[src/rtl/dec_per_bin_pkg.sv]
// Shared profile codes, FSM states and permission masks for the profile decoder.
// Both the profile-switch encoder and dec_per_bin import this package.
package dec_per_bin_pkg;

    localparam logic [1:0] PER_ADM    = 2'b11;
    localparam logic [1:0] PER_TESTER = 2'b10;
    localparam logic [1:0] PER_USER   = 2'b01;
    localparam logic [1:0] PER_GUEST  = 2'b00;

    typedef enum logic [1:0] {
        ST_IDLE    = 2'b00,
        ST_CONFIRM = 2'b01,
        ST_ACTIVE  = 2'b10,
        ST_BAD     = 2'b11
    } state_t;

    typedef struct packed {
        logic cfg;
        logic wr;
        logic rd;
    } perm_t;

    localparam perm_t PERM_GUEST  = 3'b000;
    localparam perm_t PERM_USER   = 3'b001;
    localparam perm_t PERM_TESTER = 3'b011;
    localparam perm_t PERM_ADM    = 3'b111;

    function automatic logic [3:0] prof_onehot(input logic [1:0] code);
        return 4'b0001 << code;
    endfunction

    function automatic perm_t perm_decode(input logic [1:0] code);
        perm_t p;
        case (code)
            PER_ADM:    p = PERM_ADM;
            PER_TESTER: p = PERM_TESTER;
            PER_USER:   p = PERM_USER;
            default:    p = PERM_GUEST;
        endcase
        return p;
    endfunction

endpackage

[src/rtl/dec_per_bin_timer.sv]
// Loadable saturating up-counter; holds at i_tc_val and flags it on o_tc.
// Clear has priority over load, load over count.
module dec_per_bin_timer #(
    parameter int CNT_W = 16
) (
    input  logic             i_clk,
    input  logic             i_rst,
    input  logic             i_clr,
    input  logic             i_ld,
    input  logic [CNT_W-1:0] i_ld_val,
    input  logic             i_en,
    input  logic [CNT_W-1:0] i_tc_val,
    output logic             o_tc
);

    logic [CNT_W-1:0] r_cnt;

    always_ff @(posedge i_clk) begin
        if (i_rst || i_clr) begin
            r_cnt <= '0;
        end else if (i_ld) begin
            r_cnt <= i_ld_val;
        end else if (i_en && (r_cnt != i_tc_val)) begin
            r_cnt <= r_cnt + CNT_W'(1);
        end
    end

    assign o_tc = (r_cnt == i_tc_val);

endmodule

[src/rtl/dec_per_bin.sv]
// Profile-code receiver: confirms a stable code, holds it as the session profile, decodes permissions.
// Outputs are registered from the current state, so they trail the state register by one cycle.
module dec_per_bin
    import dec_per_bin_pkg::*;
#(
    parameter int CONFIRM_CYCLES = 4,
    parameter int TIMEOUT_CYCLES = 1000,
    parameter int CNT_W          = 16
) (
    input  logic       i_clk,
    input  logic       i_rst,
    input  logic [1:0] i_per_code,
    input  logic       i_login_req,
    input  logic       i_logout,
    input  logic       i_activity,
    output logic [3:0] o_prof_oh,
    output logic       o_perm_rd,
    output logic       o_perm_wr,
    output logic       o_perm_cfg,
    output logic       o_busy,
    output logic       o_login_err,
    output logic       o_timeout
);

    localparam logic [CNT_W-1:0] C_CCNT_TC = CNT_W'(CONFIRM_CYCLES - 1);
    localparam logic [CNT_W-1:0] C_TCNT_TC = CNT_W'(TIMEOUT_CYCLES - 1);

    state_t     r_state;
    state_t     w_state_nxt;
    logic [1:0] r_pend;
    logic       w_match;

    logic       w_ccnt_clr, w_ccnt_en, w_ccnt_tc;
    logic       w_tcnt_clr, w_tcnt_en, w_tcnt_tc;

    logic [3:0] w_prof_oh_nxt;
    perm_t      w_perm_nxt;
    logic       w_busy_nxt, w_err_nxt, w_to_nxt;

    logic [3:0] r_prof_oh;
    perm_t      r_perm;
    logic       r_busy, r_err, r_to;

    assign w_match = (i_per_code == r_pend);

    dec_per_bin_timer #(.CNT_W(CNT_W)) u_ccnt (
        .i_clk    (i_clk),
        .i_rst    (i_rst),
        .i_clr    (w_ccnt_clr),
        .i_ld     (1'b0),
        .i_ld_val ('0),
        .i_en     (w_ccnt_en),
        .i_tc_val (C_CCNT_TC),
        .o_tc     (w_ccnt_tc)
    );

    dec_per_bin_timer #(.CNT_W(CNT_W)) u_tcnt (
        .i_clk    (i_clk),
        .i_rst    (i_rst),
        .i_clr    (w_tcnt_clr),
        .i_ld     (1'b0),
        .i_ld_val ('0),
        .i_en     (w_tcnt_en),
        .i_tc_val (C_TCNT_TC),
        .o_tc     (w_tcnt_tc)
    );

    always_ff @(posedge i_clk) begin
        if (i_rst) begin
            r_state <= ST_IDLE;
            r_pend  <= PER_GUEST;
        end else begin
            r_state <= w_state_nxt;
            if ((r_state == ST_IDLE) && i_login_req) begin
                r_pend <= i_per_code;
            end
        end
    end

    // Logout outranks every other event; activity outranks the timeout.
    always_comb begin
        w_state_nxt = r_state;
        w_ccnt_clr  = 1'b0;
        w_ccnt_en   = 1'b0;
        w_tcnt_clr  = 1'b0;
        w_tcnt_en   = 1'b0;
        case (r_state)
            ST_IDLE: begin
                if (i_login_req) begin
                    w_state_nxt = ST_CONFIRM;
                    w_ccnt_clr  = 1'b1;
                end
            end
            ST_CONFIRM: begin
                w_ccnt_en = w_match;
                if (i_logout || !w_match) begin
                    w_state_nxt = ST_IDLE;
                end else if (w_ccnt_tc) begin
                    w_state_nxt = ST_ACTIVE;
                    w_tcnt_clr  = 1'b1;
                end
            end
            ST_ACTIVE: begin
                w_tcnt_en = 1'b1;
                if (i_logout) begin
                    w_state_nxt = ST_IDLE;
                end else if (i_activity) begin
                    w_tcnt_clr = 1'b1;
                end else if (w_tcnt_tc) begin
                    w_state_nxt = ST_IDLE;
                end
            end
            default: begin
                w_state_nxt = ST_IDLE;
            end
        endcase
    end

    always_comb begin
        w_prof_oh_nxt = prof_onehot(PER_GUEST);
        w_perm_nxt    = PERM_GUEST;
        w_busy_nxt    = 1'b0;
        w_err_nxt     = 1'b0;
        w_to_nxt      = 1'b0;
        case (r_state)
            ST_CONFIRM: begin
                w_busy_nxt = 1'b1;
                w_err_nxt  = !i_logout && !w_match;
            end
            ST_ACTIVE: begin
                w_prof_oh_nxt = prof_onehot(r_pend);
                w_perm_nxt    = perm_decode(r_pend);
                w_to_nxt      = !i_logout && !i_activity && w_tcnt_tc;
            end
            default: begin
            end
        endcase
    end

    always_ff @(posedge i_clk) begin
        if (i_rst) begin
            r_prof_oh <= prof_onehot(PER_GUEST);
            r_perm    <= PERM_GUEST;
            r_busy    <= 1'b0;
            r_err     <= 1'b0;
            r_to      <= 1'b0;
        end else begin
            r_prof_oh <= w_prof_oh_nxt;
            r_perm    <= w_perm_nxt;
            r_busy    <= w_busy_nxt;
            r_err     <= w_err_nxt;
            r_to      <= w_to_nxt;
        end
    end

    assign o_prof_oh   = r_prof_oh;
    assign o_perm_rd   = r_perm.rd;
    assign o_perm_wr   = r_perm.wr;
    assign o_perm_cfg  = r_perm.cfg;
    assign o_busy      = r_busy;
    assign o_login_err = r_err;
    assign o_timeout   = r_to;

endmodule

[config.mk]
export PLATFORM = sky130hd
export DESIGN_NAME = dec_per_bin
export DESIGN_NICKNAME = d
export VERILOG_FILES = /design/src/rtl/dec_per_bin_pkg.sv /design/src/rtl/dec_per_bin_timer.sv /design/src/rtl/dec_per_bin.sv
export SDC_FILE = /design/constraint.sdc
export NUM_CORES = 1
export LEC_CHECK = 0
export BUFFER_PORTS_ARGS = -buffer_cell sky130_fd_sc_hd__buf_2
export CORE_MARGIN = 3
export CORE_UTILIZATION = 63
export CTS_CLUSTER_DIAMETER = 120
export DETAILED_ROUTE_END_ITERATION = 8
export GPL_ROUTABILITY_DRIVEN = 0
export HOLD_SLACK_MARGIN = 0.03
export PLACE_DENSITY = 0.88
export SYNTH_ARGS = -nofsm -noshare
export SYNTH_HDL_FRONTEND = slang
export SYNTH_SLANG_ARGS = --single-unit
[constraint.sdc]
create_clock -name i_clk -period 4.05 [get_ports i_clk]
set_input_delay 0.6075 -clock i_clk [delete_from_list [all_inputs] [get_ports i_clk]]
set_output_delay 0.6075 -clock i_clk [all_outputs]
set_load 0.05 [all_outputs]
## Word-level counts from Yosys, hierarchy flattened

Cells that the tools add are included.

| storage, ports and cells | value |
|---|---|
| bits in latches | 0 |
| ROM bits | 0 |
| register bits | 46 |
| memories | 0 |
| bits of input ports | 7 |
| memory bits (writable) | 0 |
| logic and storage cells | 64 |
| output and inout bits | 10 |

| operators by class | value |
|---|---|
| shift-type cells | 1 |
| add/sub/neg operators | 2 |
| equality and inequality tests | 14 |
| reductions and logical operators | 16 |
| magnitude comparators | 0 |
| bitwise logic cells | 2 |
| muxes and demuxes | 18 |
| divide/modulo/power cells | 0 |
| multipliers | 0 |

Operator list:

| kind | number |
|---|---|
| $add A16 B1 Y16 const B | 2 |
| $eq A16 B10 Y1 const B | 1 |
| $eq A16 B2 Y1 const B | 1 |
| $ne A16 B10 Y1 const B | 1 |
| $ne A16 B2 Y1 const B | 1 |
| $mux W2 | 6 |
| $mux W1 | 9 |
| $pmux W3 S3 | 1 |
| $eq A2 B2 Y1 const B | 3 |
| $logic_and A1 B1 Y1 | 6 |
| $ne A3 B3 Y1 const B | 2 |
| $pmux W2 S3 | 1 |
| $eq A2 B1 Y1 const B | 2 |
| $reduce_and A4 Y1 | 1 |
| $reduce_or A2 Y1 | 2 |
| $shl A1 B2 Y4 const A | 1 |
| $logic_not A1 Y1 | 3 |
| $logic_or A1 B1 Y1 | 3 |
| $ne A3 B2 Y1 const B | 1 |
| $eq A2 B2 Y1 | 1 |
| $logic_not A2 Y1 | 1 |
| $ne A2 B2 Y1 const B | 1 |
| $not A1 Y1 | 2 |
| $pmux W1 S2 | 1 |

## Longest topological paths before layout

Gate-level depths: netlist of run 1.

| depth | value |
|---|---|
| word-level depth | 6 |
| gate-level depth with buffers | 7 |
| mapped depth without buffers | 6 |

## By module

Synthesis of run 1 repeated with hierarchy kept, for this count alone.

| unflattened totals | value |
|---|---|
| cells, all modules | 327 |
| area total of the unflattened synthesis | 2844.0 µm² |

By module, submodules not included:

| module | sequential area each (µm²) | cells each | area an instance (µm²) | times used |
|---|---|---|---|---|
| dec_per_bin_timer | 320.3 | 134 | 1132.3 | 2 |
| dec_per_bin | 280.3 | 59 | 579.3 | 1 |

## Worst setup path before layout of run 1

Ideal clock, no wire load.

| timing | value |
|---|---|
| kind | register -> register |
| start | reg r_state[0] |
| end | reg u_tcnt.r_cnt[15] |
| clock period less this slack | 1.711 ns |
| setup time | 0.070 ns |
| stages on the path, launching flop included | 8 |
| slack | 2.339 ns |
| required time | 3.980 ns |
| arrival | 1.641 ns |
| path buffers | 1 |
| cells stage by stage | dfxtp_1 -> inv_1 -> ha_1 -> nor2b_1 -> and3_1 -> a311o_2 -> buf_2 -> a21oi_1 |

| on the way | value |
|---|---|
| longest elaborated chain between the ends | 3 |
| elaborated cells on any way between the ends | 6 |
| classes of those cells | eq/ne (2); mux (2); reduce/logical (2) |

RTL lines:

| element | RTL line | RTL |
|---|---|---|
| start: declaration | dec_per_bin.sv:28 | `state_t r_state;` |
| start signal: assignment | dec_per_bin.sv:73 | `r_state <= w_state_nxt;` |
| $eq A2 B2 Y1 / $eq A2 B1 Y1 (equally long branches) | dec_per_bin.sv:87 | `case (r_state)` |
| $pmux W1 S2 / $mux W1 (equally long branches) | dec_per_bin.sv:87 |  |
| $logic_or A1 B1 Y1 / $logic_and A1 B1 Y1 (equally long branches) | dec_per_bin_timer.sv:19, dec_per_bin_timer.sv:23 |  |
| end signal: assignment | dec_per_bin_timer.sv:22 | `r_cnt <= i_ld_val;` |
| end signal: assignment | dec_per_bin_timer.sv:24 | `r_cnt <= r_cnt + CNT_W'(1);` |
| end: declaration | dec_per_bin_timer.sv:16 | `logic [CNT_W-1:0] r_cnt;` |

Parallel ways exist; a longest one is shown, timed or not.
A chain may end at the register's enable or synchronous reset.

## Worst setup path after layout of run 1

| timing | value |
|---|---|
| start | reg u_ccnt.r_cnt[0] |
| end | reg u_tcnt.r_cnt[12] |

| on the way | value |
|---|---|
| longest elaborated chain between the ends | 5 |

RTL lines:

| element | RTL line | RTL |
|---|---|---|
| start: declaration | dec_per_bin_timer.sv:16 |  |
| start signal: assignment | dec_per_bin_timer.sv:22 |  |
| start signal: assignment | dec_per_bin_timer.sv:24 |  |
| $eq A16 B2 Y1 | dec_per_bin_timer.sv:28 | `assign o_tc = (r_cnt == i_tc_val);` |
| $mux W1 | dec_per_bin.sv:98 | `end else if (w_ccnt_tc) begin` |
| $mux W1 | dec_per_bin.sv:96 | `if (i_logout \|\| !w_match) begin` |
| $pmux W1 S2 | dec_per_bin.sv:87 |  |
| $logic_or A1 B1 Y1 | dec_per_bin_timer.sv:19 | `if (i_rst \|\| i_clr) begin` |

Every way passes these cells.

==> results of run 1 <==
-- critical path, stage by stage (launching register included) --
cell and delay, ns:
dfxtp_1 0.40, ha_1 0.23, nor4b_1 0.32, and4_1 0.44, a311o_2 0.43, nor2_1 0.09
-- through the flow --
step | cell area [um^2] | hold slack (ns) | util
finish | 2370 | 0.440 | 0.699
detailed placement | 2310 | 0.460 | 0.681
global route | 2370 | 0.428 | 0.699
CTS | 2370 | 0.429 | 0.699
global placement | 2310 | 0.456 | 0.681
floorplan | 2240 | 0.442 | -
-- logic make-up after synthesis --
group	count (synthesis)	synth area share
simple gates	110	0.299
fa+ha+maj	5	0.0280
compound gates	47	0.131
xor+xnor	14	0.0615
buf+inv	20	0.0459
flops	46	0.412
mux	5	0.0224
-- state kept, by name (all words and copies together) (netlist names) --
signal and flops:
o_timeout 1, r_pend 2, o_perm_rd 1, o_login_err 1, o_perm_cfg 1, u_tcnt.r_cnt 16
o_prof_oh 4, o_busy 1, u_ccnt.r_cnt 16, r_state 2, o_perm_wr 1
-- routing by layer --
| layer | GRT usage | wire, um | vias to the layer above |
|---|---|---|---|
| li1 | - | - | 948 |
| met2 | 0.346 | 2050 | 34 |
| met1 | 0.285 | 1970 | 870 |
| met3 | 0.0462 | 145 | 6 |
| met4 | 0.0570 | 44 | 0 |
| met5 | 0 | 0 | - |
-- how the worst max path moves through the flow --
stage                     from          endpoint  slack, ns  cells after the start
6_report       u_ccnt.r_cnt[0]  u_tcnt.r_cnt[12]       2.01                      5
5_1_grt        u_ccnt.r_cnt[0]  u_tcnt.r_cnt[11]       1.78                      5
4_1_cts        u_ccnt.r_cnt[0]  u_tcnt.r_cnt[11]       2.03                      5
3_5_place_dp     i_per_code[0]  u_ccnt.r_cnt[10]       1.94                      5
3_3_place_gp     i_per_code[0]  u_ccnt.r_cnt[10]       2.00                      5
2_1_floorplan       r_state[0]  u_tcnt.r_cnt[15]       2.34                      7
-- power by group --
| part | total, mW | switching, mW | internal, mW |
|---|---|---|---|
| sequential | 0.465 | 0.00689 | 0.458 |
| combinational | 0.0609 | 0.0403 | 0.0206 |
| clock | 0.226 | 0.142 | 0.0845 |
| total | 0.752 | 0.189 | 0.563 |
-- cell usage in the layout, fill, tap and decap left out, types with 2 or more instances in the layout --
master / count
a211oi_1: 2
a21oi_1: 21
and3_1: 8
and4_1: 5
buf_2: 16
clkbuf_4: 5
dfxtp_1: 46
ha_1: 5
inv_1: 10
mux2i_1: 5
nand2_1: 16
nand2b_1: 6
nand3_1: 14
nand4_1: 10
nor2_1: 13
nor2b_1: 2
nor3_1: 4
nor4_1: 5
nor4_2: 2
nor4b_1: 4
o21ai_0: 6
o31ai_1: 12
or3_1: 4
or4_1: 11
xnor2_1: 4
xnor2_2: 2
xor2_1: 8
-- final cells by class --
| class | count | area share |
|---|---|---|
| Tap cell | 46 | 0.0243 |
| Clock inverter | 1 | 0.00211 |
| Sequential cell | 46 | 0.389 |
| Timing Repair Buffer | 16 | 0.0338 |
| Multi-Input combinational cell | 181 | 0.512 |
| Clock buffer | 7 | 0.0232 |
| Inverter | 10 | 0.0158 |
-- cells in the mapped netlist --
library cell | count | area (um^2)
or3b_1 | 1 | 8.76
a21oi_1 | 21 | 105
clkbuf_1 | 3 | 11.3
a2111oi_0 | 1 | 8.76
o21a_1 | 1 | 7.51
nor2b_1 | 2 | 12.5
buf_6 | 3 | 33.8
nand3_1 | 14 | 70.1
nor3_1 | 4 | 20.0
clkbuf_2 | 1 | 5.00
xnor2_2 | 2 | 32.5
a211oi_1 | 2 | 15.0
a311o_2 | 1 | 11.3
a221oi_1 | 1 | 8.76
nor4_1 | 5 | 31.3
mux2i_1 | 5 | 50.1
nand2_1 | 16 | 60.1
dfxtp_1 | 46 | 921
nor4_2 | 2 | 25.0
and3_1 | 8 | 50.1
xor2_1 | 8 | 70.1
inv_1 | 10 | 37.5
nand2b_1 | 6 | 37.5
a211o_1 | 1 | 8.76
nand4_1 | 10 | 62.6
nor2_1 | 13 | 48.8
and4_1 | 5 | 43.8
ha_1 | 5 | 62.6
and2_1 | 1 | 6.26
xnor2_1 | 4 | 35.0
and4bb_1 | 1 | 12.5
o31ai_1 | 12 | 90.1
nand3_2 | 1 | 10.0
or4_1 | 11 | 82.6
a22o_1 | 1 | 8.76
or3_1 | 4 | 25.0
buf_2 | 3 | 15.0
nor4b_1 | 4 | 35.0
nor4b_2 | 1 | 15.0
nand4_2 | 1 | 12.5
o21ai_0 | 6 | 30.0
==> run metrics, run 1 <==
status=completed; Clock Skew=roughly 0.011 ns; Setup CP Type=reg -> reg; Slew @ Worst Pin=0.530 ns; reg2reg path depth=5; sequential element share of the synthesized area=0.412; vias=1858; CTS max path bufs=2; Seq cells post-synth=46; I/O pins=17; CTS tree=done; crit start category=register; FMAX=491 MHz; area grow syn2layout=5.93%; Final Hold Fails=0; clk sinks=46; Multi-input gate area=about 1200 um^2; Hold EP=o_timeout; critical path required time=4.29 ns; Final Setup Violations=0; minimum clock period=2.04 ns; global-route wire length before repair=7310 um; I/O Buffers=16; Post-CTS Setup Repair Bufs=0; VDD IR max=0.321 mV; # diodes=0; mapped cell area=2240 um^2; largest net degree at the start of global routing=17; dpl hpwl=2960 um; share of cells above drive strength 1=0.119; Max FO, Critical Path=16; drt drc=0; die width=65.6 um; filler cell count=around 260; Cell Pwr Density=317 nW/um^2; Vias/cell=6.05; PnR worst setup slack=2.01 ns; max cap viols=0; R2R setup slack=~2.0 ns; antenna-violating nets left=0; Layout Cells excl Fill=between 300 and 400; worst rel slew slack=0.647; H-tree depth=2; RSZ-0062 raised after global routing=no; YS warnings=0; grt total ovfl=0; Netlist cell types=41; DR iter-0 viols=147; setup TNS=0 ns; insertion delay to the later sink of the worst-skew pair=0.35 ns; Cells after Synth=~250; nets=272; Critical R2R Launch=u_ccnt.r_cnt[0]; Hold Crit Class=in -> reg; total power draw=between 0.7 and 0.8 mW; Root Driver=clkbuf_4; pre-CTS setup slack=1.94 ns; period utilisation layout=0.503; critical path capture point type=register; # placed instances=299; hold wc startpoint=i_activity; WHS Path Cells=2; cell leakage power=0.812 nW; Post-Route WL=4210 um; CP Data Arrival Time=2.27 ns; Syn Nets=~260; die area=4300 um^2; initial antenna violation count=0; row count=21; Starting Density=0.660; Clk pin slew, worst setup/hold paths=0.13 ns; post-CTS sizing=0; number of global-route vias before repair=between 1500 and 2000; R2R Path End=u_tcnt.r_cnt[12]; TritonCTS Buffers=5; # hold bufs at CTS=0; Routed wire per std cell=~14 um; Avg Cell Area, Syn=between 9 and 10 um^2; first-pass detailed-route iteration total=4; Die Y=65.6 um; GRT Total Usage=0.213; register area=921 um^2; Max Slew Vio Count=0; Placeable Area=3390 um^2
(Power assumes the default switching activity.)
==> inputs of run 2 (changes only) <==
Settings changed: CORE_UTILIZATION 63 to 59, PLACE_DENSITY 0.88 to 0.83.
Clock period 4.05 ns to 1.9 ns, I/O delays scaled along.
==> run 2 against run 1 <==
  * Critical path depth up 1
  * Clock skew down 0.00068 ns
  * Register-to-register slack worse by 1.9 ns
  * Die area up 6.1%
  * Global-route usage up 1.1 points
  * Largest power group unchanged
  * Cell count up 3.6%
  * Highest routed layer unchanged
  * Worst setup slack worse by 1.9 ns
  * Combinational power up 150%
  * Sequential share of layout area down 3.0 points
  * First-iteration DRC count down 29%
  * Final area up 8.3%
  * Maximum frequency up 15%
==> run metrics, run 2 (same netlist as run 1, synthesis figures left out) <==
# hold bufs at CTS=0 (unchanged); antenna-violating nets left=0 (unchanged); crit start category=register; PnR worst setup slack=0.129 ns (-1.88 ns); TritonCTS Buffers=5 (unchanged); Seq pwr share=0.490 (-0.128); max cap viols=0 (unchanged); worst path cell trace=ha_1 > nor4b_2 > and4_1 > buf_4 > nor4_1 > mux2i_1; register area=921 um^2 (unchanged); Final Setup Violations=0 (unchanged); I/O pins=17 (unchanged); VDD IR max=0.598 mV (+87%); Setup CP Type=reg -> reg; pre-CTS setup slack=-0.00868 ns (-1.94 ns); insertion delay to the later sink of the worst-skew pair=0.31 ns (-0.04 ns); worst rel slew slack=0.631 (-0.0162); CTS max path bufs=2 (unchanged); Starting Density=0.640 (-0.0199); Max FO, Critical Path=6 (-10); largest net degree at the start of global routing=17 (unchanged); Max Slew Vio Count=0 (unchanged); commonest non-fill, non-tap cell in the layout=dfxtp_1; Comb pwr share=0.075 (-0.006); first-pass detailed-route iteration total=4 (unchanged); period utilisation layout=0.932 (+0.429); # diodes=0 (unchanged); clock power share=0.435 (+0.134); CTS tree=done; Max stage delay on crit path=0.34 ns (-0.10 ns); Final Hold Fails=0 (unchanged); critical path required time=2.14 ns (-2.15 ns); slowest cell on the critical path=dfxtp_1; row count=21 (unchanged); Net Sw Frac=0.224 (-0.0276); dpl hpwl=3250 um (+9.7%); grt total ovfl=0 (unchanged); GRT Total Usage=0.224 (+0.0107); post-route cell area=2570 um^2 (+8.3%); die width=67.6 um (+3.0%); die area=4570 um^2 (+6.1%); most frequent cells in the layout=dfxtp_1 (46), a21oi_1 (21), nand2_1 (16), buf_2 (16), nand3_1 (14); CP Data Arrival Time=2.01 ns (-0.26 ns); vias=1943 (+4.6%); Routed wire per std cell=14.7 um (+7.1%); Post-Route WL=4660 um (+11%); I/O Buffers=16 (unchanged); dpl cell area=2380 um^2 (+3.3%); Post-Route Utilization=0.734 (+0.0352); Multi-input gate area=1240 um^2 (+2.0%); FMAX=565 MHz (+15%); H-tree depth=2 (unchanged); Die Y=67.6 um (+3.0%); Vias/cell=6.11 (+0.96%); Hold Crit Class=in -> reg; global-route wire length before repair=7820 um (+7.0%); area grow syn2layout=14.7%; P_int=1.56 mW (+180%); Clock Skew=0.0105 ns (-0.000681 ns); status=completed; nets=283 (+4.0%); Clk pin slew, worst setup/hold paths=0.09 ns (-0.04 ns); drt drc=0 (unchanged); minimum clock period=1.77 ns (-0.267 ns); Cell Pwr Density=781 nW/um^2 (+150%); crit path buf inv count=1 (+1); CP top delay family=simple AND/OR/NAND/NOR gates; Slew @ Worst Pin=0.554 ns (+0.0243 ns); clk sinks=46 (unchanged); Switch Pwr=0.449 mW (+140%); critical path capture point type=register; DR iter-0 viols=105 (-29%); initial antenna violation count=0 (unchanged); filler cell count=257 (-0.77%); Placeable Area=3490 um^2 (+3.1%); RSZ-0062 raised after global routing=no; share of cells above drive strength 1=0.176 (+0.0577); Root Driver=clkbuf_8; cell leakage power=0.908 nW (+12%); number of global-route vias before repair=1761 (+8.2%)
==> run 2: what timing repair did <==
item	in CTS	in global routing
pin swaps	1	0
setup buffers	1	0
setup endpoints to repair	16	22
endpoints found under the hold margin	0	0
resized for setup	0	5
==> run 2: worst reg2reg max path: stages, from the launching register on <==
cell	delay, ns
dfxtp_1	0.34
ha_1	0.24
nor4b_2	0.18
and4_1	0.24
buf_4	0.17
nor4_1	0.32
mux2i_1	0.22
==> run 2: per-layer routing <==
metal  global-route usage  up-vias  routed length, um
met5                    0        -                  0
met4               0.0608        0                 50
met3               0.0549        5                190
met2                0.355       36               2220
met1                0.301      926               2200
li1                     -      976                  -
==> run 2: worst paths after layout <==
check                        start               end  slack (ns)  cells after the start
hold / removal          i_activity         o_timeout        0.17                      2
setup / recovery   u_ccnt.r_cnt[0]   u_ccnt.r_cnt[7]        0.13                      6
setup reg to reg   u_ccnt.r_cnt[0]   u_ccnt.r_cnt[7]        0.13                      6
hold reg to reg   u_ccnt.r_cnt[14]  u_ccnt.r_cnt[14]        0.48                      2
==> run 2: through the flow <==
stage,hold slack [ns],std cells,TNS [ns],power [mW]
after floorplan,0.362,247,0,1.11
after global placement,0.463,309,0,1.15
after detailed placement,0.468,309,-0.0228,1.15
after CTS,0.170,318,0,2.01
after global routing,0.177,318,0,2.07
final,0.174,318,0,2.00
==> run 2: cell type report <==
cell class | instances | share of cell area
Clock buffer | 5 | 0.0268
Clock inverter | 3 | 0.0268
Inverter | 10 | 0.0146
Multi-Input combinational cell | 181 | 0.482
Sequential cell | 46 | 0.359
Tap cell | 46 | 0.0224
Timing Repair Buffer | 27 | 0.0683
==> run 2: power by group through the flow <==
stage | registers [mW] | clock network [mW] | logic [mW]
final | 0.983 | 0.872 | 0.150
after floorplan | 1.01 | 0 | 0.0986
after global routing | 0.985 | 0.924 | 0.164
after CTS | 0.983 | 0.878 | 0.148
after global placement | 1.01 | 0 | 0.140
after detailed placement | 1.01 | 0 | 0.144
